===== config.mk =====
export PLATFORM = sky130hd
export DESIGN_NAME = audio_ctrl_fsm
export DESIGN_NICKNAME = d
export VERILOG_FILES = /design/src/rtl/audio_ctrl_pkg.sv /design/src/rtl/audio_ctrl_fsm_sram_port_mux.sv /design/src/rtl/audio_ctrl_fsm.sv
export SDC_FILE = /design/constraint.sdc
export NUM_CORES = 1
export LEC_CHECK = 0
export CAP_MARGIN = 10
export CORE_MARGIN = 10
export CORE_UTILIZATION = 44
export DETAILED_ROUTE_END_ITERATION = 8
export PLACE_DENSITY = 0.88
export SYNTH_ARGS = -nofsm -noshare
export SYNTH_HDL_FRONTEND = slang
export SYNTH_SLANG_ARGS = --single-unit

===== constraint.sdc =====
create_clock -name i_clk -period 3 [get_ports i_clk]
set_clock_uncertainty 0.1 [all_clocks]
set_input_delay 0.9 -clock i_clk [delete_from_list [all_inputs] [get_ports i_clk]]
set_output_delay 0.9 -clock i_clk [all_outputs]
set_load 0.02 [all_outputs]

===== src/rtl/audio_ctrl_pkg.sv =====
// audio_ctrl_pkg
// Shared types and defaults for the audio player/recorder sequencer.
//   state_e       : FSM state encoding, also exported on o_state for display
//   ADDR_W_DEF    : default SRAM word address width
//   DATA_W_DEF    : default sample / SRAM data width
//   MAX_ADDR_DEF  : default last writable SRAM address
//   is_play()     : true for the two playback states
package audio_ctrl_pkg;

    localparam int          ADDR_W_DEF   = 20;
    localparam int          DATA_W_DEF   = 16;
    localparam logic [19:0] MAX_ADDR_DEF = 20'hFFFFF;

    typedef enum logic [2:0] {
        ST_INIT       = 3'd0,
        ST_IDLE       = 3'd1,
        ST_REC        = 3'd2,
        ST_REC_PAUSE  = 3'd3,
        ST_PLAY       = 3'd4,
        ST_PLAY_PAUSE = 3'd5
    } state_e;

    function automatic logic is_play(input state_e s);
        return (s == ST_PLAY) || (s == ST_PLAY_PAUSE);
    endfunction

endpackage


===== src/rtl/audio_ctrl_fsm_sram_port_mux.sv =====
// sram_port_mux
// Registered SRAM port shared by recorder writes and playback reads.
//   clk, rst_n   : clock, asynchronous active-low reset
//   state_nxt    : state the FSM enters this edge; selects the address source
//   rec_wr       : accept a recorder write this cycle
//   rec_addr/data: recorder write address and data
//   play_addr    : play pointer value for the coming cycle
//   play_rd      : capture read data for the player this cycle
//   sram_rdata   : combinational SRAM read data for the current sram_addr
//   sram_*       : registered SRAM address / write data / active-low write enable
//   play_data/valid : registered read-return to the player
module sram_port_mux
    import audio_ctrl_pkg::*;
#(
    parameter int ADDR_W = ADDR_W_DEF,
    parameter int DATA_W = DATA_W_DEF
) (
    input  logic              clk,
    input  logic              rst_n,
    input  state_e            state_nxt,
    input  logic              rec_wr,
    input  logic [ADDR_W-1:0] rec_addr,
    input  logic [DATA_W-1:0] rec_data,
    input  logic [ADDR_W-1:0] play_addr,
    input  logic              play_rd,
    input  logic [DATA_W-1:0] sram_rdata,
    output logic [ADDR_W-1:0] sram_addr,
    output logic [DATA_W-1:0] sram_wdata,
    output logic              sram_we_n,
    output logic [DATA_W-1:0] play_data,
    output logic              play_valid
);

    always_ff @(posedge clk or negedge rst_n) begin
        if (!rst_n) begin
            sram_addr  <= '0;
            sram_wdata <= '0;
            sram_we_n  <= 1'b1;
            play_data  <= '0;
            play_valid <= 1'b0;
        end else begin
            // Write strobe lasts exactly one cycle per accepted sample.
            sram_we_n  <= ~rec_wr;
            play_valid <= play_rd;
            if (rec_wr) begin
                sram_addr  <= rec_addr;
                sram_wdata <= rec_data;
            end else if (is_play(state_nxt)) begin
                // Address is loaded with the next pointer so the SRAM already
                // presents the right word when the player asks for it.
                sram_addr <= play_addr;
            end
            if (play_rd) begin
                play_data <= sram_rdata;
            end
        end
    end

endmodule


===== src/rtl/audio_ctrl_fsm.sv =====
// audio_ctrl_fsm
// Sequencer for the audio player/recorder: turns key pulses and the mode
// switch into recorder start/pause/stop control, owns the shared SRAM port
// and tracks the recorded length so playback ends at the last valid sample.
//   i_clk, i_rst_n            : clock, asynchronous active-low reset
//   i_init_done               : codec init complete (level)
//   i_key_start/pause/stop    : one-cycle key pulses, priority stop > pause > start
//   i_mode_rec                : 1 = record, 0 = play; only looked at in IDLE
//   o_rec_start/o_rec_stop    : one-cycle pulses to the recorder
//   o_rec_pause               : level, high while recording is paused
//   i_rec_addr/data/wr_valid  : recorder write request
//   i_play_next               : player requests next sample
//   o_play_data/o_play_valid  : sample returned to the player
//   o_sram_*, i_sram_rdata    : shared SRAM port (read data combinational)
//   o_state                   : current state encoding
//   o_rec_len                 : number of samples recorded (saturating)
module audio_ctrl_fsm
    import audio_ctrl_pkg::*;
#(
    parameter int                ADDR_W   = ADDR_W_DEF,
    parameter int                DATA_W   = DATA_W_DEF,
    parameter logic [ADDR_W-1:0] MAX_ADDR = ADDR_W'(MAX_ADDR_DEF)
) (
    input  logic              i_clk,
    input  logic              i_rst_n,
    input  logic              i_init_done,
    input  logic              i_key_start,
    input  logic              i_key_pause,
    input  logic              i_key_stop,
    input  logic              i_mode_rec,
    output logic              o_rec_start,
    output logic              o_rec_pause,
    output logic              o_rec_stop,
    input  logic [ADDR_W-1:0] i_rec_addr,
    input  logic [DATA_W-1:0] i_rec_data,
    input  logic              i_rec_wr_valid,
    input  logic              i_play_next,
    output logic [DATA_W-1:0] o_play_data,
    output logic              o_play_valid,
    output logic [ADDR_W-1:0] o_sram_addr,
    output logic [DATA_W-1:0] o_sram_wdata,
    output logic              o_sram_we_n,
    input  logic [DATA_W-1:0] i_sram_rdata,
    output logic [2:0]        o_state,
    output logic [ADDR_W-1:0] o_rec_len
);

    state_e            state, state_nxt;
    logic [ADDR_W-1:0] play_ptr, play_ptr_nxt, rec_len_nxt;
    logic              full_pend, full_pend_nxt;
    logic              key_start, key_pause, key_stop;
    logic              rec_wr, play_rd, play_last;
    logic [ADDR_W:0]   len_sum;
    logic [ADDR_W-1:0] len_sat;

    // Only the highest-priority key of a coincident group is considered.
    assign key_stop  = i_key_stop;
    assign key_pause = i_key_pause & ~i_key_stop;
    assign key_start = i_key_start & ~i_key_pause & ~i_key_stop;

    // Length after a write is addr+1, clamped to all-ones when it overflows.
    assign len_sum   = {1'b0, i_rec_addr} + (ADDR_W+1)'(1);
    assign len_sat   = len_sum[ADDR_W] ? '1 : len_sum[ADDR_W-1:0];
    assign play_last = (play_ptr == o_rec_len - ADDR_W'(1));

    assign o_state   = state;

    always_comb begin
        state_nxt = state;
        case (state)
            ST_INIT: begin
                if (i_init_done) state_nxt = ST_IDLE;
            end
            ST_IDLE: begin
                if (key_start) begin
                    if (i_mode_rec)              state_nxt = ST_REC;
                    else if (o_rec_len != '0)    state_nxt = ST_PLAY;
                end
            end
            ST_REC: begin
                if (key_stop || full_pend)       state_nxt = ST_IDLE;
                else if (key_pause)              state_nxt = ST_REC_PAUSE;
            end
            ST_REC_PAUSE: begin
                if (key_stop)                    state_nxt = ST_IDLE;
                else if (key_start)              state_nxt = ST_REC;
            end
            ST_PLAY: begin
                if (key_stop)                    state_nxt = ST_IDLE;
                else if (key_pause)              state_nxt = ST_PLAY_PAUSE;
                else if (i_play_next && play_last) state_nxt = ST_IDLE;
            end
            ST_PLAY_PAUSE: begin
                if (key_stop)                    state_nxt = ST_IDLE;
                else if (key_start)              state_nxt = ST_PLAY;
            end
            default: state_nxt = ST_INIT;
        endcase

        // A write is taken only if we stay in REC, so the strobe never
        // appears in any other state (also drops writes during the
        // auto-stop drain cycle).
        rec_wr        = (state == ST_REC) && (state_nxt == ST_REC) && i_rec_wr_valid;
        play_rd       = (state == ST_PLAY) && i_play_next && !key_stop && !key_pause;
        full_pend_nxt = rec_wr && (i_rec_addr == MAX_ADDR);

        rec_len_nxt = o_rec_len;
        if ((state == ST_IDLE) && (state_nxt == ST_REC)) rec_len_nxt = '0;
        else if (rec_wr)                                 rec_len_nxt = len_sat;

        // Pointer restarts at 0 whenever playback is entered or left.
        play_ptr_nxt = '0;
        if (is_play(state) && is_play(state_nxt))
            play_ptr_nxt = play_rd ? play_ptr + ADDR_W'(1) : play_ptr;
    end

    always_ff @(posedge i_clk or negedge i_rst_n) begin
        if (!i_rst_n) begin
            state       <= ST_INIT;
            full_pend   <= 1'b0;
            play_ptr    <= '0;
            o_rec_len   <= '0;
            o_rec_start <= 1'b0;
            o_rec_pause <= 1'b0;
            o_rec_stop  <= 1'b0;
        end else begin
            state       <= state_nxt;
            full_pend   <= full_pend_nxt;
            play_ptr    <= play_ptr_nxt;
            o_rec_len   <= rec_len_nxt;
            o_rec_start <= (state == ST_IDLE) && (state_nxt == ST_REC);
            o_rec_pause <= (state_nxt == ST_REC_PAUSE);
            o_rec_stop  <= ((state == ST_REC) || (state == ST_REC_PAUSE)) &&
                           (state_nxt == ST_IDLE);
        end
    end

    sram_port_mux #(
        .ADDR_W (ADDR_W),
        .DATA_W (DATA_W)
    ) u_sram_port_mux (
        .clk        (i_clk),
        .rst_n      (i_rst_n),
        .state_nxt  (state_nxt),
        .rec_wr     (rec_wr),
        .rec_addr   (i_rec_addr),
        .rec_data   (i_rec_data),
        .play_addr  (play_ptr_nxt),
        .play_rd    (play_rd),
        .sram_rdata (i_sram_rdata),
        .sram_addr  (o_sram_addr),
        .sram_wdata (o_sram_wdata),
        .sram_we_n  (o_sram_we_n),
        .play_data  (o_play_data),
        .play_valid (o_play_valid)
    );

endmodule


; ---- Yosys cells after proc, flatten, opt, wreduce, memory -nomap -nowiden
; Cells that the tools add are included.
[totals]
regBits = 101
input_bits = 61
output_inout_bits = 80
wordCells = 74
[op_classes]
addsub = 3
n_eq_ne = 12
n_mux = 21
bitwise = 6
n_reduce_logical = 20
[op_table]
columns = operator, n
row1 = 2-to-1 mux 20 bit, 7
row2 = 2-to-1 mux 3 bit, 13
row3 = adder 20 x 1 -> 21 bit (second input constant), 1
row4 = adder 20 x 1 -> 20 bit (second input constant), 1
row5 = == test 20 bit, 1
row6 = == test 20 bit (second input constant), 1
row7 = nonzero test 20 bit, 1
row8 = subtractor 20 x 1 -> 20 bit (second input constant), 1
row9 = one-hot mux 3 bit (6 select lines), 1
row10 = == test 3 x 2 -> 1 bit (second input constant), 4
row11 = == test 3 bit (second input constant), 4
row12 = logical AND 1 bit, 10
row13 = == test 3 x 1 -> 1 bit (second input constant), 2
row14 = logical OR 1 bit, 4
row15 = nonzero test 2 bit, 2
row16 = AND 1 bit, 3
row17 = logical NOT 3 bit, 1
row18 = NOT 1 bit, 3
row19 = logical NOT 1 bit, 2

; ---- Depth between registers and ports, before layout
; Gate-level depths: netlist of run 1.
[depth]
ltp_word = 13
mapped_depth = 11
ltp_nobuf = 10

; ---- Cells and area by module
; Synthesis of run 1 repeated with hierarchy kept, for this count alone.
[hier_totals]
hier_cells = 556
area_unflattened_um2 = 5667.9
[modules_own_cells]
columns = mod, n_inst, cells_per_inst, area_each_um2, seq_area_each_um2
row1 = audio_ctrl_fsm, 1, 372, 3191.8, 1176.1
row2 = sram_port_mux, 1, 184, 2476.1, 1352.5

; ---- Worst setup path before layout of run 1
; OpenSTA, ideal clock, no wires.
[synth_path]
path_kind = in2reg
from = input port i_key_stop
to = register u_sram_port_mux.sram_addr[19]
arrival_ns = 2.994
required_ns = 2.776
path_slack_ns = -0.218
stages = 10
path_cell_list = nor3b_1 nor3b_1 and3_1 clkbuf_1 and3_1 clkbuf_1 nand4_1 xor2_1 nor2_1 a211o_1
[synth_via]
elab_chain_cells = 11
elab_cells_between_ends = 30
[synth_lines]
columns = item, line
row1 = from (decl), audio_ctrl_fsm.sv:29  ; input logic i_key_stop,
row2 = NOT 1 bit, "audio_ctrl_fsm.sv:58, audio_ctrl_fsm.sv:59"
row3 = AND 1 bit (on tied branches), "audio_ctrl_fsm.sv:59, audio_ctrl_fsm.sv:58"
row4 = 2-to-1 mux 3 bit (on tied branches) (2 in series), --
row5 = one-hot mux 3 bit (6 select lines), audio_ctrl_fsm.sv:70  ; case (state)
row6 = == test 3 bit, audio_ctrl_pkg.sv:24  ; return (s == ST_PLAY) || (s == ST_PLAY_PAUSE);
row7 = logical OR 1 bit, audio_ctrl_pkg.sv:24
row8 = logical AND 1 bit, audio_ctrl_fsm.sv:113  ; if (is_play(state) && is_play(state_nxt))
row9 = 2-to-1 mux 20 bit *, audio_ctrl_fsm.sv:113
row10 = via play_ptr_nxt[19], audio_ctrl_fsm.sv:49  ; logic [ADDR_W-1:0] play_ptr, play_ptr_nxt, rec_len_nxt;
row11 = 2-to-1 mux 20 bit *, audio_ctrl_fsm_sram_port_mux.sv:48  ; end else if (is_play(state_nxt)) begin
row12 = 2-to-1 mux 20 bit *, audio_ctrl_fsm_sram_port_mux.sv:45  ; if (rec_wr) begin
row13 = to (signal assigned), audio_ctrl_fsm_sram_port_mux.sv:46  ; sram_addr <= rec_addr;
row14 = to (signal assigned), audio_ctrl_fsm_sram_port_mux.sv:51  ; sram_addr <= play_addr;
row15 = to (decl), audio_ctrl_fsm_sram_port_mux.sv:27  ; output logic [ADDR_W-1:0] sram_addr,
; The timed path passes the listed nets; every way through them passes the cells marked *. The select of a mux whose other input is x is not followed.
; A chain may end at the register's enable or synchronous reset.

; ---- Final worst setup path of run 1
[layout_path]
from = register o_rec_len[7]
to = register u_sram_port_mux.sram_addr[16]
[layout_via]
elab_chain_cells = 13
elab_cells_between_ends = 22
[layout_lines]
columns = item, line
row1 = from (decl), audio_ctrl_fsm.sv:45  ; output logic [ADDR_W-1:0] o_rec_len
row2 = from (signal assigned), audio_ctrl_fsm.sv:130  ; o_rec_len <= rec_len_nxt;
row3 = subtractor 20 x 1 -> 20 bit, audio_ctrl_fsm.sv:64  ; assign play_last = (play_ptr == o_rec_len - ADDR_W'(1));
row4 = == test 20 bit, audio_ctrl_fsm.sv:64
row5 = logical AND 1 bit, audio_ctrl_fsm.sv:91  ; else if (i_play_next && play_last) state_nxt = ST_IDLE;
row6 = 2-to-1 mux 3 bit, audio_ctrl_fsm.sv:91
row7 = 2-to-1 mux 3 bit, audio_ctrl_fsm.sv:90  ; else if (key_pause) state_nxt = ST_PLAY_PAUSE;
row8 = 2-to-1 mux 3 bit, audio_ctrl_fsm.sv:89  ; if (key_stop) state_nxt = ST_IDLE;
row9 = one-hot mux 3 bit (6 select lines) *, audio_ctrl_fsm.sv:70
row10 = == test 3 bit, audio_ctrl_pkg.sv:24
row11 = logical OR 1 bit *, audio_ctrl_pkg.sv:24
row12 = logical AND 1 bit *, audio_ctrl_fsm.sv:113
row13 = 2-to-1 mux 20 bit *, audio_ctrl_fsm.sv:113
row14 = via play_ptr_nxt[16], audio_ctrl_fsm.sv:49
row15 = 2-to-1 mux 20 bit *, audio_ctrl_fsm_sram_port_mux.sv:48
row16 = 2-to-1 mux 20 bit *, audio_ctrl_fsm_sram_port_mux.sv:45
; Marked as above.

==> results of run 1 <==
==> placed cells by master (no fill, tap or decap), types with 4 or more instances in the layout <==
master	n
nand3_1	15
nor2_4	4
xor2_1	34
nand2_1	75
xnor2_1	26
nand3b_1	4
and3_1	15
clkdlybuf4s50_1	137
buf_6	5
o31ai_1	4
inv_1	9
dfrtp_1	97
a31oi_1	4
mux2_2	16
clkbuf_8	4
a211o_1	10
clkbuf_16	9
mux2i_1	14
a21oi_1	36
nand4_1	10
o22ai_1	10
o21ai_0	14
nor3_1	9
buf_4	62
nor2_1	40
==> layout make-up <==
| type | count | area, µm² | share of cell area [%] |
|---|---|---|---|
| Multi-Input combinational cell | 393 | 2683 | 34.60 |
| Sequential cell | 101 | 2532 | 32.66 |
| Timing Repair Buffer | 210 | 2006 | 25.87 |
| Clock buffer | 13 | 280.3 | 3.615 |
| Tap cell | 143 | 178.9 | 2.308 |
| Inverter | 12 | 45.04 | 0.5809 |
| Clock inverter | 3 | 26.28 | 0.3389 |
| Antenna cell | 1 | 2.502 | 0.03227 |
==> stage by stage <==
step / setup slack [ps] / utilization (%) / hold slack, ps / cell area, µm²
global route: -129.2 / 67.31 / 402.9 / 7751
floorplan: 1.002 / - / 453.3 / 5243
detailed placement: -548.8 / 62.81 / 362.7 / 7233
global placement: -466.9 / 62.81 / 358.5 / 7233
finish: 17.31 / 67.33 / 379.8 / 7754
CTS: 2.601 / 66.18 / 378.6 / 7621
==> flip-flops by register name, summed over array words and instances (netlist names) <==
register / cells
o_rec_len: 20
play_ptr: 20
u_sram_port_mux.sram_addr: 20
u_sram_port_mux.play_data: 16
u_sram_port_mux.sram_wdata: 16
o_state: 3
full_pend: 1
o_rec_pause: 1
o_rec_start: 1
o_rec_stop: 1
u_sram_port_mux.play_valid: 1
u_sram_port_mux.sram_we_n: 1
==> path summary, 6_finish.rpt <==
check | start | to | slack, ps | depth (start not counted)
max | o_rec_len[7] | u_sram_port_mux.sram_addr[16] | 20 | 9
min | u_sram_port_mux.sram_wdata[5] | u_sram_port_mux.sram_wdata[5] | 380 | 2
max reg2reg | o_rec_len[7] | u_sram_port_mux.sram_addr[16] | 20 | 9
min reg2reg | u_sram_port_mux.sram_wdata[5] | u_sram_port_mux.sram_wdata[5] | 380 | 2
max in group asynchronous | i_rst_n | u_sram_port_mux.sram_addr[19] | 1520 | 2
min in group asynchronous | i_rst_n | u_sram_port_mux.sram_wdata[15] | 460 | 1
==> repair_timing <==
item | in CTS | in global routing
gates resized for setup | 9 | 24
pin swaps | 8 | 8
cloned | 1 | 0
setup endpoints to repair | 31 | 43
hold endpoints to repair | 0 | 0
setup buffers | 2 | 3
==> report_power, final <==
group          switching [mW]  leakage, nW  total [mW]  internal, mW
logic                    1.67         2.08        3.26          1.60
clock network           0.500        0.152        1.16         0.659
registers               0.274         1.37        1.93          1.66
total                    2.44         3.60        6.36          3.91
==> logic make-up (layout without fill, tap and decap cells) <==
kind of cell | Yosys count | in the layout
compound gates | 89 | 89
xor+xnor | 62 | 62
fa+ha+maj | 3 | 3
buf+inv | 36 | 238
flops | 101 | 101
mux | 30 | 30
other cells | 0 | 1
simple gates | 209 | 209
==> worst max-delay path: stages (launching register included) <==
cell       delay, ps
dfrtp_2          400
or4_4            570
nor4_4           310
xnor2_2          130
a2111oi_4        210
nand4_2          180
o41ai_4          460
buf_6            200
nor2_1            70
a211o_1          220
==> routing by layer <==
metal	up-vias	wire, µm
met1	2428	6212
li1	2259	-
met3	38	1553
met2	206	8941
met5	-	0
met4	0	391
==> impl_results.md, run 1 <==
* Post-synthesis sequential area ratio at between 40% and 50%
* I/O pin count at ~140
* Status: complete, no violations
* Clock slew at reported path FFs at approximately 70 ps
* Vias at about 5000
* Final setup viols at 0
* Pwr Total at 6.356 mW
* Layout cells sized above 1 at 18.99%
* CTS Sinks at 101
* Synth Net Count at approximately 590
* Slew margin rel. at approximately three fifths
* Worst vdd ir at about 0.00035 V
* Share of flip-flops with an asynchronous set or reset at between 90% and 100%
* Final ANT Viol Nets at 0
* Most common cell in the netlist: dfrtp_1
* Layout fillers at just under 900
* Most frequent cells after synthesis: dfrtp_1 (100), nand2_1 (75), nor2_1 (44), a21oi_1 (36), xor2_1 (34)
* Worst hold-check path type: reg2reg
* Latest clock arrival within the worst-skew pair at ~340 ps
* Die X at 128.8 µm
* Worst-Margin Slew at 619.9 ps
* Drt drc at 0
* HPWL after DPL at around 13 mm
* Largest family of logic cells by synthesized area: simple AND/OR/NAND/NOR gates
* Pleak at about 3.6 nW
* Largest net degree at the start of global routing at 50
* Post-synthesis mux area share at about 6.1%
* Adder-Cell Fraction of Synth Area at less than 1%
* CP startpoint kind: flip-flop
* Yosys reg bits at ~100
* Fin nets at 791
* Vias/cell at about 5.6
* GPL Wtd Cong at ~0.95
* Avg Cell Area, Syn at 9.830 µm²
* Die ar. at around 17000 µm²
* Setup crit end kind: flip-flop
* RSZ-0062 raised after global routing: yes
* IO Port Bufs at 140
* Required time worst endpoint at between 3000 and 4000 ps
* Rows at 39
* Synthesized area at about 5200 µm²
* Setup CP Type: reg2reg
* Power per cell area at between 800 and 900 nW/µm²
* Fin crit period at between 2000 and 3000 ps
* CTS tree: yes
* First-pass DRT Iterations at 5
* Top cells by area, synth: dfrtp_1 (48%), xor2_1 (5.7%), nand2_1 (5.4%), xnor2_1 (4.7%), a21oi_1 (3.5%)
* Fin crit share at 99.42%
* XOR/XNOR Fraction of Synth Area at a little over a tenth
* Core ar. at 11520 µm²
* Simple-Gate Fraction of Synth Area at 19.96%
* YS warnings at 0
* Antenna violations before repair at 0
* Synth Area in Compound Gates at between 10% and 20%
* First-pass GRT wire length at between 20 and 30 mm
* Worst EP arrival at 3110 ps
* Met3 Use GR at 5.832%
* Final Max Tran Viols at 0
* Post-cts hold buffer count at 0
* Final hold violation count at 0
* Vias in the first global route at ~5200
* CTS Buffer Depth at 2
* GRT busiest layer: met2
* Placed insts at between 800 and 900
* Global Route Usage Sum at 20.24%
* Met2 Track Usage GR at 35.29%
* Root Driver: clkbuf_16
* Final std cells w/o fill at a little under 900
* DRT iter0 DRCs at roughly 430
* Post-synthesis cell type with the largest combined area: dfrtp_1
* Area share of the largest cell type after synthesis at 48.03%
* TritonCTS buffer count at 9
* Area growth, synth to finish at 48.82%
* Max_cap viols at 0
* GRT Residual Overflow at 0
* Unique cell type count in the Yosys netlist at 52
* Main synth FF type: dfrtp_1
* GRT met1 Usage at approximately 23%
* Post-synth EDFFs at 0
* Setup TNS at 0 ps
* Max Fclk at between 0.3 and 0.4 GHz
* Starting Density at 45.24%
* H-Tree Depth at 3
* Post-synthesis cell count at 530
* Routed WL at around 17 mm
* Critical Path Fanout Max at 7
* Vert. Die Dim at 128.8 µm
* DR WL/cell at between 15 and 20 µm
Note: power is estimated with default switching activity, not from simulation.
==> run 2, diff against run 1 <==
CORE_ASPECT_RATIO = 0.7   (was not set)
==> impl_results.md, run 2 (synthesis results as in run 1) <==
* Critical-path cell list: buf_4 -> nor4_2 -> buf_4 -> buf_4 -> a211oi_1 -> a22oi_1 -> a2111oi_4 -> nand4_2 -> buf_6 -> o41a_1 -> buf_6 -> nor2_2 -> a211o_1
* GPL Wtd Cong at 0.9110 (-3.7%)
* Root Driver: clkbuf_16
* CTS Sinks at 101 (unchanged)
* Placed insts at 862 (+1.1%)
* IO Port Bufs at 140 (unchanged)
* Setup TNS at -2924 ps (-2924 ps)
* Max Fclk at 0.3147 GHz (-6.1%)
* CTS tree: yes
* I/O pin count at 141 (unchanged)
* Clock slew at reported path FFs at 70 ps (about the same)
* DR WL/cell at 20.50 µm (+5.0%)
* Drt drc at 0 (unchanged)
* CP startpoint kind: flip-flop
* Area growth, synth to finish at 49.26%
* Critical Path Fanout Max at 6 (-1)
* Fin crit share at 105.9% (+6.5 points)
* RSZ-0062 raised after global routing: yes
* First-pass GRT wire length at 27.86 mm (+4.3%)
* Fin nets at 789 (-0.25%)
* Met3 Use GR at 6.403% (+0.57 points)
* Latest clock arrival within the worst-skew pair at 350 ps (about the same)
* Die X at 150.1 µm (+16%)
* Rows at 33 (-15%)
* Final ANT Viol Nets at 0 (unchanged)
* Fin crit period at 3178 ps (+195.1 ps)
* Reg2reg setup slack at -180 ps (-200 ps)
* Top Registers: o_rec_len (20), play_ptr (20), u_sram_port_mux.sram_addr (20)
* Final setup viols at 22 (+22)
* Vert. Die Dim at 111.0 µm (-14%)
* Largest net degree at the start of global routing at 65 (+30%)
* Worst hold-check path type: reg2reg
* DP Area at 7238 µm² (about the same)
* TritonCTS buffer count at 9 (unchanged)
* First-pass DRT Iterations at 5 (unchanged)
* Power per cell area at 847.6 nW/µm² (+3.4%)
* Met2 Track Usage GR at 32.63% (-2.7 points)
* Layout cells sized above 1 at 19.86% (+0.87 points)
* Starting Density at 44.75% (-0.50 points)
* DRT iter0 DRCs at 477 (+11%)
* Final hold violation count at 0 (unchanged)
* Slew margin rel. at 45.28% (-13 points)
* Worst EP arrival at 3370 ps (+260 ps)
* CP max stage cell: o41a_1
* Max_cap viols at 0 (unchanged)
* Worst vdd ir at 0.0005407 V (+56%)
* Worst path max stage delay at 530 ps (-40 ps)
* Failing checks: negative setup slack
* Most frequent cells in the layout: clkdlybuf4s50_1 (138), dfrtp_1 (97), nand2_1 (75)
* Global Route Usage Sum at 20.80% (+0.56 points)
* Pleak at 3.562 nW (-1.1%)
* Design area at 7776 µm² (+0.29%)
* Most frequent cell on the critical path: buf_4
* Vias in the first global route at 5270 (+2.1%)
* Vias/cell at 5.676 (+0.84%)
* Final std cells w/o fill at 887 (+1.3%)
* Setup crit end kind: flip-flop
* GRT met1 Usage at 26.65% (+3.8 points)
* Final Max Tran Viols at 0 (unchanged)
* Pwr Total at 6.591 mW (+3.7%)
* Commonest non-fill, non-tap cell in the layout: clkdlybuf4s50_1
* Diode count at 0 (-1)
* GRT Residual Overflow at 0 (unchanged)
* Worst-Margin Slew at 820.8 ps (+200.9 ps)
* Required time worst endpoint at 3190 ps (+60 ps)
* Core ar. at 11640 µm² (+1.1%)
* CTS Buffer Depth at 2 (unchanged)
* Routed WL at 18.19 mm (+6.4%)
* PnR worst setup slack at -177.8 ps (-195.1 ps)
* Status: complete, but fails checks
* HPWL after DPL at 12.84 mm (-0.40%)
* Antenna violations before repair at 0 (unchanged)
* Die ar. at 16660 µm² (+0.42%)
* WHS at 375.2 ps (-4.668 ps)
* Setup CP Type: reg2reg
* GRT busiest layer: met2
* Vias at 5035 (+2.1%)
* H-Tree Depth at 3 (unchanged)
[run 2: metal layers]
metal,up-vias,wire length [µm]
met3,46,1890
met5,-,0
met4,0,451
met1,2445,7308
met2,292,8534
li1,2252,-
[run 2: area by class of cell]
type	instances	area (µm²)
Clock inverter	5	58.81
Sequential cell	101	2532
Timing Repair Buffer	208	1993
Inverter	12	45.04
Fill cell	804	3867
Tap cell	157	196.4
Clock buffer	11	252.7
Multi-Input combinational cell	393	2698
[run 2: worst paths after layout]
| path | start | endpoint | cells past startpoint |
|---|---|---|---|
| min in group asynchronous | i_rst_n | u_sram_port_mux.play_data[8] | 1 |
| min reg2reg | u_sram_port_mux.sram_wdata[3] | u_sram_port_mux.sram_wdata[3] | 2 |
| max in group asynchronous | i_rst_n | play_ptr[8] | 2 |
| max | o_rec_len[0] | u_sram_port_mux.sram_addr[18] | 13 |
| max reg2reg | o_rec_len[0] | u_sram_port_mux.sram_addr[18] | 13 |
| min | u_sram_port_mux.sram_wdata[3] | u_sram_port_mux.sram_wdata[3] | 2 |
[run 2: per-stage QoR]
step                worst slack (ps)  utilization (%)
finish                        -177.8            66.78
global route                  -259.0            66.78
CTS                           -32.04            65.96
detailed placement            -598.8            62.16
global placement              -476.6            62.16
floorplan                      1.002                -
[run 2: critical path: cells and delay by family (launching register included)]
family | cells | cell delay (ps)
buffers and inverters | 5 | 820
DFF | 1 | 370
and+or+nand+nor | 3 | 320
AOI/OAI and AO/OA | 5 | 1500
[run 2: timing repair]
item / in CTS / in global routing
setup buffers: 4 / 2
cloned: 2 / 1
hold endpoints to repair: 0 / 0
pin swaps: 28 / 5
hold buffers: 0 / 0
endpoints found under the setup margin: 31 / 45
resized for setup: 26 / 21
[run 2: report_power, final]
group	internal (mW)	switching, mW
combinational	1.63	1.80
clock	0.692	0.516
sequential	1.66	0.294
==> RTL edit 1: new RTL, config.mk and constraints of run 1 <==
Register the input `i_key_start` before use, without a reset. The logic sees it one clock later. The other inputs are not delayed to match. Comments in the files are not updated.
--- a/src/rtl/audio_ctrl_fsm.sv
+++ b/src/rtl/audio_ctrl_fsm.sv
@@ -45,6 +45,12 @@
     output logic [ADDR_W-1:0] o_rec_len
 );
 
+    logic i_key_start_q;
+
+    always_ff @(posedge i_clk) begin
+        i_key_start_q <= i_key_start;
+    end
+
     state_e            state, state_nxt;
     logic [ADDR_W-1:0] play_ptr, play_ptr_nxt, rec_len_nxt;
     logic              full_pend, full_pend_nxt;
@@ -56,7 +62,7 @@
     // Only the highest-priority key of a coincident group is considered.
     assign key_stop  = i_key_stop;
     assign key_pause = i_key_pause & ~i_key_stop;
-    assign key_start = i_key_start & ~i_key_pause & ~i_key_stop;
+    assign key_start = i_key_start_q & ~i_key_pause & ~i_key_stop;
 
     // Length after a write is addr+1, clamped to all-ones when it overflows.
     assign len_sum   = {1'b0, i_rec_addr} + (ADDR_W+1)'(1);
Function: changed (a bounded check fails within 4 cycles, from zero or initial values and one cycle with i_rst_n low).
==> RTL edit 1 against run 1 <==
  * Routed wire length fell by 0.57%
  * Area after synthesis increased by 0.38%
  * Synthesized cell count increased by 0.19%
  * Maximum frequency shrank 2.3%
  * Final area down 1.1%
  * Die area is 0.33% higher
  * Largest cell class unchanged
  * Worst setup slack worse by 70 ps
  * Sequential cell count increased by 1
  * Count of clock-buffer cells in the layout decreased by 3
  * Power increased by 0.75%
  * Via count decreased by 0.65%
  * The run now ends with negative setup slack left
  * Critical endpoint is now u_sram_port_mux.sram_addr[11]
  * Highest routed layer unchanged
==> RTL edit 1: results (changes against run 1) <==
Placement
  – Post-place setup slack: -583 ps (-33.9 ps)
  – Post-place instance area: 7240 µm² (+0.14%)
  – Gpl congestion: 0.936 (-1.0%)
  – Detailed placer's ending HPWL: 12,700 µm (-1.4%)
  – Inst Count DP: 851 (-0.23%)

Synthesis
  – Complex-gate fraction of the synthesized area: 11.2% (-0.043 points)
  – Yosys cell types: 53 (+1.9%)
  – Synth top area cells: dfrtp_1 (48%), xor2_1 (5.7%), nand2_1 (5.4%)
  – Syn nets: 595 (+0.17%)
  – Async set or reset register ratio after synthesis: 99.0% (-0.98 points)
  – Syn. warnings: 0 (unchanged)
  – Post-synthesis adder-cell area fraction: 0.718% (-0.0028 points)
  – Avg Inst Size Synth: 9.85 µm² (+0.20%)
  – Proportion of synthesized area in mux cells: 6.12% (-0.024 points)
  – Sequential share of the synthesized area: 48.7% (+0.20 points)
  – Synth Area in XOR/XNOR: 10.4% (-0.040 points)

Detailed routing
  – DR iter-0 viols: 478 (+11%)
  – Routed len/inst: 19.5 µm (-0.23%)
  – Via-to-Cell Ratio: 5.61 (-0.31%)
  – Max Used Layer: met4
  – DR vias: 4,899 (-0.65%)
  – Met3 wire length: 1610 µm (+3.9%)
  – Routed wl met2: 8750 µm (-2.1%)
  – Met1 WL: 6180 µm (-0.60%)

Global routing
  – GR Util met3: 6.20% (+0.37 points)
  – First-pass GRT wire length: 26,800 µm (+0.18%)
  – Total global routing track utilization: 20.3% (+0.041 points)
  – Antenna violations before repair: 0 (unchanged)
  – M1 GR Usage: 22.7% (-0.095 points)
  – Global route hottest layer: met2
  – Largest net degree at the start of global routing: 43 (-14%)
  – Grt met2 use: 35.3% (about the same)
  – Vias in the first global route: 5,121 (-0.83%)

Timing
  – Setup TNS: -430 ps (-430 ps)
  – Final worst slack: -53.1 ps (-70.4 ps)
  – Max-slew headroom: 63.4% (+4.7 points)
  – Final setup violation count: 18 (+18)

Setup path
  – Cell family with most CP delay: simple AND/OR/NAND/NOR gates
  – Crit-path max FO: 3 (-4)
  – Max incr delay on CP: 560 ps

Outcome
  – Failing checks: negative setup slack
  – Outcome: finished, violations left

Power
  – Comb power frac: 50.3% (-1.1 points)
  – Seq. pwr: 1.94 mW
  – Sequential power share: 30.2% (-0.2 points)
  – Maximum VDD drop: 0.382 mV (+10%)
  – P_int: 3.95 mW (+0.97%)
  – P_leak: 3.56 nW (-1.2%)

CTS
  – CTS buffer count: 9 (unchanged)
  – Worst skew pair latency: 350 ps
  – H-tree levels: 3 (unchanged)
  – Buffer type at the clock tree root: clkbuf_16
  – Clock Path Buffers: 2 (unchanged)
  – Clock-pin slew on the worst setup and hold paths: 70 ps (about the same)

Floorplanning
  – DIE AREA: 16,600 µm² (+0.33%)

Cells and area
  – Fin nets: 789 (-0.25%)
  – Layout cell share with drive strength beyond 1: 17.5% (-1.5 points)
  – Inserted Diodes: 0 (-1)

Worst hold path
  – Hold WC Path Type: reg -> reg
RTL edit 1: changes by cell type after synthesis:
cell / before / now
dfxtp_1: 0 / 1
RTL edit 1: layout make-up:
class                           count  area, µm²
Clock buffer                       10        229
Inverter                           12       45.0
Multi-Input combinational cell    393       2620
Timing Repair Buffer              207       1960
Fill cell                         832       3850
Clock inverter                      6       86.3
Sequential cell                   102       2550
Tap cell                          143        179
RTL edit 1: worst reg2reg max path: stages (launching register included):
cell	delay, ps
dfrtp_1	380
or4_4	560
nor4_4	300
xnor2_2	120
a2111oi_4	320
nand4_2	210
o41ai_4	440
buf_4	200
nor2_1	50
a211o_1	240
RTL edit 1: path summary, 6_finish.rpt:
| check | from | cells past startpoint | end | slack, ps |
|---|---|---|---|---|
| worst max-delay path | o_rec_len[10] | 9 | u_sram_port_mux.sram_addr[11] | -50 |
| worst min-delay path | u_sram_port_mux.sram_wdata[0] | 2 | u_sram_port_mux.sram_wdata[0] | 380 |
| worst max register to register | o_rec_len[10] | 9 | u_sram_port_mux.sram_addr[11] | -50 |
| worst min register to register | u_sram_port_mux.sram_wdata[0] | 2 | u_sram_port_mux.sram_wdata[0] | 380 |
| max in group asynchronous | i_rst_n | 2 | o_rec_len[1] | 1700 |
| min in group asynchronous | i_rst_n | 1 | u_sram_port_mux.sram_wdata[4] | 440 |
RTL edit 1: cell families (layout without fill, tap and decap cells):
kind of cell | Yosys count | after routing
xor gates and xnor gates | 62 | 62
buffers and inverters | 36 | 235
DFF | 102 | 102
adders and majority gates | 3 | 3
and+or+nand+nor | 209 | 209
muxes | 30 | 30
AOI/OAI and AO/OA | 89 | 89
RTL edit 1: timing repair:
action                     4_1_cts  5_1_grt
pin swaps                        9        6
setup endpoints to repair       31       31
cloned                           0        0
buffers inserted                 4        2
gates resized for setup          9        6
==> RTL edit 2: new RTL, flow settings as in run 1 <==
Without the edit above. `ADDR_W_DEF`: 20 -> 40.
--- a/src/rtl/audio_ctrl_pkg.sv
+++ b/src/rtl/audio_ctrl_pkg.sv
@@ -7,7 +7,7 @@
 //   is_play()     : true for the two playback states
 package audio_ctrl_pkg;
 
-    localparam int          ADDR_W_DEF   = 20;
+    localparam int          ADDR_W_DEF   = 40;
     localparam int          DATA_W_DEF   = 16;
     localparam logic [19:0] MAX_ADDR_DEF = 20'hFFFFF;
 
Ports: changed (resized i_rec_addr, o_rec_len and o_sram_addr); port bits go from 141 to 201. The function was not compared with the original's and may differ.
==> RTL edit 2 against run 1 <==
  * Largest cell class unchanged
  * Combinational power up 15%
  * Area after synthesis up 73%
  * Highest routed layer unchanged
  * Sequential cell count up 60
  * Critical path type unchanged
  * Routed wire length up 130%
  * Power up 35%
  * Maximum frequency down 18%
  * Largest power group unchanged
  * The run now ends with negative setup slack left
  * Worst setup slack worse by 670 ps
  * Final area up 78%
==> RTL edit 2: results (changes against run 1) <==
CTS
  – Clock Path Buffers: 2 (unchanged)
  – H-tree levels: 4 (+1)
  – Clock-pin slew on the worst setup and hold paths: 70 ps (about the same)
  – Worst skew pair latency: 450 ps (+110 ps)
  – CTS buffer count: 17 (+8)
  – Buffer type at the clock tree root: clkbuf_16

Outcome
  – Failing checks: negative setup slack
  – Outcome: finished, violations left

Setup path
  – Reg2reg end: u_sram_port_mux.sram_addr[29]
  – Cell family with most CP delay: compound AO/OA/AOI/OAI gates
  – Crit-path max FO: 5 (-2)
  – Worst path slowest cell: xor2_1
  – R2R depth: 12 (+3)
  – Critical path arrival: 3940 ps (+830 ps)
  – Worst reg2reg startpoint: o_rec_len[25]
  – Max incr delay on CP: 630 ps (+60 ps)

Power
  – P_leak: 6.15 nW (+71%)
  – Maximum VDD drop: 0.471 mV (+35%)
  – Net Sw Power: 3.11 mW (+27%)

Worst hold path
  – Hold WC Path Type: in -> async

Timing
  – Min Hold Slack: 331 ps (-48.8 ps)
  – Max-slew headroom: 46.9% (-12 points)
  – Final setup violation count: 84 (+84)
  – Final worst slack: -654 ps (-671 ps)

Cells and area
  – Largest regs: o_rec_len: 40 flops, play_ptr: 40 flops, u_sram_port_mux.sram_addr: 40 flops
  – Layout cell share with drive strength beyond 1: 24.7% (+5.7 points)
  – Fin nets: 1,381 (+75%)
  – Layout fillers: 1,270 (+47%)
  – Non-filler instance count after layout: 1,580 (+80%)
  – Inserted Diodes: 0 (-1)

Global routing
  – Total global routing track utilization: 27.1% (+6.9 points)
  – Vias in the first global route: 10,200 (+98%)
  – Antenna violations before repair: 0 (unchanged)
  – First-pass GRT wire length: 57,600 µm (+120%)
  – Largest net degree at the start of global routing: 60 (+20%)

Detailed routing
  – Via-to-Cell Ratio: 6.58 (+17%)
  – Drt pass-1 iters: 9 (+4)
  – Total Routed Length: 39,100 µm (+130%)
  – DR iter-0 viols: 1,740 (+300%)

Placement
  – Post-place setup slack: -881 ps (-332 ps)
  – Inst Count DP: 1,517 (+78%)
  – IO buf count: 200 (+43%)
  – Detailed placer's ending HPWL: 23,400 µm (+82%)
  – Gpl congestion: 0.931 (-1.6%)

Synthesis
  – Syn. warnings: 0 (unchanged)
  – Synth top area cells: dfrtp_1 (44%), xor2_1 (6.7%), nand2_1 (5.7%)
  – Async set or reset register ratio after synthesis: 100% (unchanged)
  – Sequential share of the synthesized area: 44.7% (-3.9 points)
  – Syn nets: 1,027 (+73%)
  – Yosys cell types: 67 (+29%)
  – Synth cell count leaders: dfrtp_1 (160), nand2_1 (136), xor2_1 (69)
  – Avg Inst Size Synth: 9.57 µm² (-2.7%)
[RTL edit 2: what timing repair did]
item,CTS,global route
setup buffers,18,9
gates cloned,6,0
setup endpoints to repair,113,120
pin swaps,16,25
resized for setup,43,53
[RTL edit 2: cell families after synthesis]
| group | synth area share (%) |
|---|---|
| multiplexers | 0.582 |
| AND/OR/NAND/NOR | 24.5 |
| adder cells (fa/ha/maj) | 0.416 |
| flip-flops | 44.7 |
| XOR/XNOR | 12.2 |
| AO/OA/AOI/OAI | 13.5 |
| buffers and inverters | 4.08 |
[RTL edit 2: layer usage]
metal  vias up  track usage (%)  wire (µm)
met1      4869             32.0      13200
li1       4151                -          -
met5         -                0          0
met2      1021             43.7      17600
met3       352             9.39       5220
met4         0             12.5       3020
[RTL edit 2: per-stage QoR]
| step | setup TNS [ps] | instance area [µm²] |
|---|---|---|
| floorplan | -7570 | 9070 |
| global placement | -56140 | 12400 |
| detailed placement | -68380 | 12400 |
| CTS | -19530 | 13500 |
| global route | -40280 | 13800 |
| finish | -36210 | 13800 |
[RTL edit 2: worst max path at each step]
stage / startpoint / endpoint / slack (ps)
6_report: o_rec_len[25] / u_sram_port_mux.sram_addr[29] / -650
3_5_place_dp: i_play_next / u_sram_port_mux.sram_addr[21] / -880
2_1_floorplan: o_rec_len[2] / u_sram_port_mux.sram_addr[0] / -190
3_3_place_gp: i_play_next / u_sram_port_mux.sram_addr[23] / -730
5_1_grt: o_rec_len[0] / u_sram_port_mux.sram_addr[36] / -680
4_1_cts: o_rec_len[3] / u_sram_port_mux.sram_addr[21] / -410
[RTL edit 2: cell type report]
type                    instances  area [µm²]  share of cell area [%]
clock inverters                11         176                    1.28
repair buffers                391        3730                    27.1
well taps                     270         338                    2.45
multi-input cells             709        5000                    36.3
flip-flops and latches        161        4040                    29.2
clock buffers                  21         450                    3.26
inverters                      17        63.8                   0.462
[RTL edit 2: power groups by stage]
stage                     Sequential [mW]  Clock (mW)  Combinational [mW]
after floorplan                      2.67           0                1.48
after global placement               2.47           0                2.84
after detailed placement             2.47           0                2.92
after CTS                            2.44        2.38                3.23
after global routing                 2.46        2.49                3.90
final                                2.44        2.40                3.75
